### config.mk
export PLATFORM = sky130hd
export DESIGN_NAME = u2_serial_sub
export DESIGN_NICKNAME = d
export VERILOG_FILES = /design/src/rtl/u2_pkg.sv /design/src/rtl/u2_fa_bit.sv /design/src/rtl/u2_serial_sub.sv
export SDC_FILE = /design/constraint.sdc
export NUM_CORES = 1
export LEC_CHECK = 0
export BUFFER_PORTS_ARGS = -buffer_cell sky130_fd_sc_hd__buf_2
export CORE_ASPECT_RATIO = 1.25
export CORE_UTILIZATION = 28
export DETAILED_ROUTE_END_ITERATION = 7
export PLACE_DENSITY_LB_ADDON = 0.25
export SLEW_MARGIN = 30
export SYNTH_ARGS = -nofsm -noshare
export SYNTH_HDL_FRONTEND = slang
export SYNTH_SLANG_ARGS = --single-unit
### constraint.sdc
create_clock -name clk -period 1.5 [get_ports clk]
set_input_delay 0.225 -clock clk [delete_from_list [all_inputs] [get_ports clk]]
set_output_delay 0.225 -clock clk [all_outputs]
set_load 0.03 [all_outputs]
### src/rtl/u2_pkg.sv
// Shared definitions for the bit-serial two's-complement subtractor:
// default operand width, FSM state type and the full-adder carry helper.
package u2_pkg;

    localparam int unsigned U2_WIDTH_DEFAULT = 4;

    typedef enum logic [1:0] {
        IDLE  = 2'd0,
        SHIFT = 2'd1,
        DONE  = 2'd2
    } u2_state_e;

    // Majority of three inputs: carry out of a full adder.
    function automatic logic maj3(input logic x, input logic y, input logic z);
        return (x & y) | (x & z) | (y & z);
    endfunction

endpackage

### src/rtl/u2_fa_bit.sv
// One-bit full-adder cell, reused every SHIFT cycle by u2_serial_sub.
module u2_fa_bit
    import u2_pkg::*;
(
    input  logic a,
    input  logic b,
    input  logic cin,
    output logic sum,
    output logic cout
);

    // Pure combinational sum and carry.
    assign sum  = a ^ b ^ cin;
    assign cout = maj3(a, b, cin);

endmodule

### src/rtl/u2_serial_sub.sv
// Bit-serial two's-complement subtractor: diff = a - b, computed LSB first
// as a + ~b + 1 through a single full-adder cell, one bit per clock.
// Optional feature: define U2_SUB_SAT_EN to saturate diff on signed overflow.
module u2_serial_sub
    import u2_pkg::*;
#(
    parameter int unsigned WIDTH = U2_WIDTH_DEFAULT
) (
    input  logic             clk,
    input  logic             rst_n,
    input  logic             start,
    input  logic [WIDTH-1:0] a,
    input  logic [WIDTH-1:0] b,
    output logic             busy,
    output logic             done,
    output logic [WIDTH-1:0] diff,
    output logic             ovf,
    output logic             borrow
);

    localparam int unsigned CNT_W = $clog2(WIDTH);

    // Elaboration-time guard on the supported width range.
    if (WIDTH < 2 || WIDTH > 32) begin : g_width_check
        $error("u2_serial_sub: WIDTH must be in 2..32");
    end

    u2_state_e          state_q, state_d;
    logic [WIDTH-1:0]   a_q, a_d;
    logic [WIDTH-1:0]   nb_q, nb_d;
    logic               carry_q, carry_d;
    logic [CNT_W-1:0]   cnt_q, cnt_d;
    logic [WIDTH-1:0]   res_q, res_d;
    logic [WIDTH-1:0]   diff_q, diff_d;
    logic               ovf_q, ovf_d;
    logic               borrow_q, borrow_d;
    logic               busy_q, busy_d;
    logic               done_q, done_d;

    logic               fa_sum;
    logic               fa_cout;
    logic               last_bit;
    logic               ovf_c;
    logic [WIDTH-1:0]   wrapped;
    logic [WIDTH-1:0]   commit_diff;

    // Single shared adder cell fed by the operand LSBs and the running carry.
    u2_fa_bit u_fa (
        .a    (a_q[0]),
        .b    (nb_q[0]),
        .cin  (carry_q),
        .sum  (fa_sum),
        .cout (fa_cout)
    );

    // Final-bit detection and the result that would commit on entry to DONE.
    always_comb begin
        last_bit = (cnt_q == CNT_W'(WIDTH - 1));
        wrapped  = {fa_sum, res_q[WIDTH-1:1]};
        // On the last bit carry_q is the carry into the MSB.
        ovf_c    = carry_q ^ fa_cout;
    end

`ifdef U2_SUB_SAT_EN
    localparam logic [WIDTH-1:0] SAT_POS = {1'b0, {(WIDTH-1){1'b1}}};
    localparam logic [WIDTH-1:0] SAT_NEG = {1'b1, {(WIDTH-1){1'b0}}};

    // Clamp toward the sign of a; a_q[0] holds the original minuend MSB on the last bit.
    always_comb begin
        commit_diff = wrapped;
        if (ovf_c) begin
            commit_diff = a_q[0] ? SAT_NEG : SAT_POS;
        end
    end
`else
    // Plain modulo-2^WIDTH result.
    always_comb begin
        commit_diff = wrapped;
    end
`endif

    // Next-state, datapath and output decode.
    always_comb begin
        state_d  = state_q;
        a_d      = a_q;
        nb_d     = nb_q;
        carry_d  = carry_q;
        cnt_d    = cnt_q;
        res_d    = res_q;
        diff_d   = diff_q;
        ovf_d    = ovf_q;
        borrow_d = borrow_q;
        busy_d   = 1'b0;
        done_d   = 1'b0;

        case (state_q)
            IDLE, DONE: begin
                if (start) begin
                    state_d = SHIFT;
                    a_d     = a;
                    nb_d    = ~b;
                    carry_d = 1'b1;
                    cnt_d   = '0;
                end else if (state_q == DONE) begin
                    state_d = IDLE;
                end
            end
            SHIFT: begin
                a_d     = a_q >> 1;
                nb_d    = nb_q >> 1;
                carry_d = fa_cout;
                res_d   = wrapped;
                cnt_d   = cnt_q + CNT_W'(1);
                if (last_bit) begin
                    state_d  = DONE;
                    diff_d   = commit_diff;
                    ovf_d    = ovf_c;
                    borrow_d = ~fa_cout;
                end
            end
            default: begin
                state_d = IDLE;
            end
        endcase

        busy_d = (state_d == SHIFT);
        done_d = (state_d == DONE);
    end

    // FSM state register.
    always_ff @(posedge clk or negedge rst_n) begin
        if (!rst_n) begin
            state_q <= IDLE;
        end else begin
            state_q <= state_d;
        end
    end

    // Datapath and registered outputs.
    always_ff @(posedge clk or negedge rst_n) begin
        if (!rst_n) begin
            a_q      <= '0;
            nb_q     <= '0;
            carry_q  <= 1'b0;
            cnt_q    <= '0;
            res_q    <= '0;
            diff_q   <= '0;
            ovf_q    <= 1'b0;
            borrow_q <= 1'b0;
            busy_q   <= 1'b0;
            done_q   <= 1'b0;
        end else begin
            a_q      <= a_d;
            nb_q     <= nb_d;
            carry_q  <= carry_d;
            cnt_q    <= cnt_d;
            res_q    <= res_d;
            diff_q   <= diff_d;
            ovf_q    <= ovf_d;
            borrow_q <= borrow_d;
            busy_q   <= busy_d;
            done_q   <= done_d;
        end
    end

    assign busy   = busy_q;
    assign done   = done_q;
    assign diff   = diff_q;
    assign ovf    = ovf_q;
    assign borrow = borrow_q;

endmodule

# Yosys cells after proc, flatten, opt, wreduce, memory -nomap -nowiden
# Cells that the tools add are included.
classes:
  add_sub_neg: 1
  eq_ne: 6
  mux: 12
  bitwise_logic: 10
  reduce_logical: 5
op_table:
  columns: ["op", "n"]
  rows:
  - ["$pmux 4 s2", 2]
  - ["$mux 2", 4]
  - ["$mux 4", 2]
  - ["$pmux 2 s2", 2]
  - ["$eq 2x2->1 const B", 3]
  - ["$eq 2x1->1 const B", 2]
  - ["$not 4->4", 1]
  - ["$reduce_and 2->1", 2]
  - ["$and 1x1->1", 3]
  - ["$xor 1x1->1", 3]
  - ["$add 2x1->2 const B", 1]
  - ["$logic_not 2->1", 1]
  - ["$ne 2x2->1 const B", 1]
  - ["$or 1x1->1", 2]
  - ["$pmux 1 s2", 1]
  - ["$reduce_bool 2->1", 1]
  - ["$reduce_or 2->1", 1]
  - ["$mux 1", 1]
  - ["$not 1->1", 1]
totals:
  regBits: 25
  wordCells: 45

# Depth between registers and ports, before layout
depth:
  ltp_word: 5
  ltp_mapped: 5
  mapped_depth_nobuf: 5

# Hierarchy
# From an unflattened synthesis, not the netlist that was laid out.
hier_totals:
  cells_unflattened: 89
  hier_area_um2: 1127.3
modules_own_cells:
  columns: ["module", "n_inst", "cells_per_inst", "area_per_inst_um2", "seq_area_each_um2"]
  rows:
  - ["u2_serial_sub", 1, 88, 1107.3, 600.6]
  - ["u2_fa_bit", 1, 1, 20.0, 0.0]

# Worst setup path before layout
# OpenSTA, ideal clock, no wires.
synth_timing:
  kind: "flip-flop to flip-flop"
  from: "register cnt_q[0]"
  to: "register diff_q[1] (netlist: diff[1])"
  setup_time_ps: 125
  t_arrival_ps: 1199
  required_time_ps: 1375
  path_slack_ps: 176
  stages_incl_launch_ff: 5
  synth_period_minus_slack_ps: 1324
  path_cell_list: "dfrtp_1 ha_1 nand3b_1 buf_2 mux2_4"
synth_via:
  elab_chain_len: 2
synth_rtl:
  columns: ["element", "line", "rtl"]
  rows:
  - ["from (decl)", "u2_serial_sub.sv:32", "logic [CNT_W-1:0] cnt_q, cnt_d;"]
  - ["from (signal assigned)", "u2_serial_sub.sv:156", "cnt_q <= cnt_d;"]
  - ["$eq 2x2->1", "u2_serial_sub.sv:58", "last_bit = (cnt_q == CNT_W'(WIDTH - 1));"]
  - ["$reduce_and 2->1 (no line)", null, null]
  - ["to (signal assigned)", "u2_serial_sub.sv:158", "diff_q <= diff_d;"]
  - ["to (decl)", "u2_serial_sub.sv:34", "logic [WIDTH-1:0] diff_q, diff_d;"]
# Every way passes these cells.
# A chain may end at the register's enable or synchronous reset.

# Worst setup path after layout
layout_timing:
  from: "register cnt_q[0]"
  to: "register diff_q[0] (netlist: diff[0])"
# The elaborated chain is that of the path after synthesis.

==> metrics.txt <==
Slew @ Worst Pin=0.537 ns; Synth Cell Area=1090 sq um; Peak VDD IR=0.700 mV; # rows=25; CTS buffer count=3; fmax=747 MHz; Post-Syn Area per Cell=11.6 sq um; core area=3750 sq um; fin. max-slew vios=0; number of hold buffers added after cts=1; Num Clock Sinks=24; DIE AREA=4150 sq um; port bufs=18; total track usage=9.91%; Max-slew headroom=64.2%; total number of vias=740; Pwr Density=2120 nW/um^2; Setup Buffers After CTS=0; fin nets=130; final WL=1910 um; Multi-input gate area=439 sq um; Initial Util=29.1%; Final Cell Area=1290 sq um; vias in the first global route=747; WL met3=71 um; drt via density=4.77; CP Launch Type=flip-flop; Clock Path Buffers=2; CP max FO=4; Die Ht=71.8 um; Filler Cells Inserted=387; RePlAce Congestion=0.690; post-DP HPWL=1360 um; Leakage=0.614 nW; failing checks=design-rule violations; DR DRC count=2; FF+latch area=601 sq um; met1 wire length=940 um; Final Hold Slack=0.247 ns; P&R area growth vs syn=18.0%; crit share post-route=89.2%; CP delay by family, top=flip-flops; Max Cap Viol=0; Synth async-reset ratio=100%; initial DRC count=29; Area after DPL=1240 sq um; # diodes=0; kind of end point of the critical path=flip-flop; CTS tree=yes; CP arrival=1.48 ns; post-synthesis sequential area ratio=55.0%; synthesis warning total=0; Tmin final=1.34 ns; CP max-delay cell=dfrtp_1; clock transition at the registers of the reported paths=0.08 ns; initial antenna violation count=0; status=complete, but fails checks; commonest register cell after synthesis=dfrtp_1; Setup TNS Final=0 ns; grt total ovfl=0; most frequent cells in the layout=24 x dfrtp_1, 18 x buf_2, 9 x mux2i_1, 7 x inv_1, 7 x o21ai_0; fraction of layout cells with a size suffix above 1=27.0%; type of the most critical hold path=in2reg; # setup viols final=0; largest net degree at the start of global routing=25; CP cell instances=ha_1 -> nand3b_1 -> mux2_2; RSZ-0062 raised after global routing=false; Buf/Inv on CP=0; clock skew=0.00275 ns; Routed wire per std cell=12.3 um; post-synth net total=107; most common cell after layout, fill and taps aside=dfrtp_1; Routed Antenna Nets=0; clock latency on the worst-skew pair=0.25 ns; critical path required time=1.64 ns; first-pass GRT wire length=3320 um; number of synthesized flops with an enable pin=0; Critical Path Max Stage Delay=0.41 ns; Mapped Cells=94; register bit count reported by yosys=24; max layer used=met3; CTS root buffer=clkbuf_8; H-tree depth=1; io pins=19; kind of critical path=reg2reg; Fin. Hold Viols=0; Gates resized, CTS repair=0; Netlist cell types=25; DR pass1 iterations=6; metal2 WL=895 um; Chip Width=57.8 um
[power by group]
group / leakage [nW] / internal (mW) / switching, mW
sequential: 0.292 / 0.951 / 0.186
combinational: 0.301 / 0.542 / 0.684
clock: 0.0216 / 0.179 / 0.185
[flip-flops by register name, indices dropped and copies added, names as in the netlist]
register	count
ovf	1
res_q	3
a_q	4
carry_q	1
borrow	1
diff	4
nb_q	4
cnt_q	2
busy	1
done	1
state_q	2
[routing by layer]
layer | vias up | global-route usage (%)
met1 | 356 | 14.1
met4 | 0 | 1.59
met2 | 16 | 16.1
li1 | 368 | -
met3 | 0 | 1.62
met5 | - | 0
[cell families after synthesis]
group / count (synthesis) / synth area share (%)
buf+inv: 12 / 4.70
mux: 15 / 15.1
xor+xnor: 2 / 1.61
flops: 24 / 55.0
simple gates: 16 / 7.45
fa+ha+maj: 2 / 2.98
compound gates: 23 / 13.1
[layout make-up]
class | instances | area share, %
flip-flops and latches | 24 | 46.6
multi-input cells | 58 | 34.1
repair buffers | 23 | 10.1
well taps | 40 | 3.89
clock buffers | 3 | 3.21
inverters | 7 | 2.04
[cell usage after synthesis, types with 2 or more instances]
master / number / area (sq um)
nand3_1: 2 / 10.0
inv_1: 7 / 26.3
nor2b_1: 5 / 31.3
nand2_1: 6 / 22.5
clkbuf_1: 2 / 7.51
a211oi_1: 5 / 37.5
mux2_4: 2 / 30.0
o22ai_1: 2 / 12.5
dfrtp_1: 24 / 601
mux2_2: 4 / 45.0
a21oi_1: 5 / 25.0
mux2i_1: 9 / 90.1
a22o_1: 2 / 17.5
buf_2: 2 / 10.0
o21ai_0: 7 / 35.0
[through the flow]
step	power (mW)	setup slack (ns)	instances	utilization (%)
after floorplan	2.06	0.176	94	-
after global placement	2.35	0.211	151	32.9
after detailed placement	2.39	0.171	151	32.9
after CTS	2.76	0.156	155	34.3
after global routing	2.94	0.0718	155	34.3
final	2.73	0.162	155	34.3
[path summary, 6_finish.rpt]
check                           startpoint  endpoint  slack, ns  depth (start not counted)
worst max-delay path              cnt_q[0]   diff[0]       0.16                          3
worst min-delay path                  a[2]    a_q[2]       0.25                          3
worst max register to register    cnt_q[0]   diff[0]       0.16                          3
worst min register to register      borrow    borrow       0.49                          2
max in group asynchronous            rst_n  res_q[3]       0.66                          2
min in group asynchronous            rst_n  res_q[2]       0.48                          2
[worst reg2reg max path, delay by kind of cell (launching register included)]
kind,cells,cell delay (ns)
multiplexers,1,0.37
AND/OR/NAND/NOR,1,0.21
flip-flops,1,0.41
adder cells (fa/ha/maj),1,0.24
(Power assumes the default switching activity.)
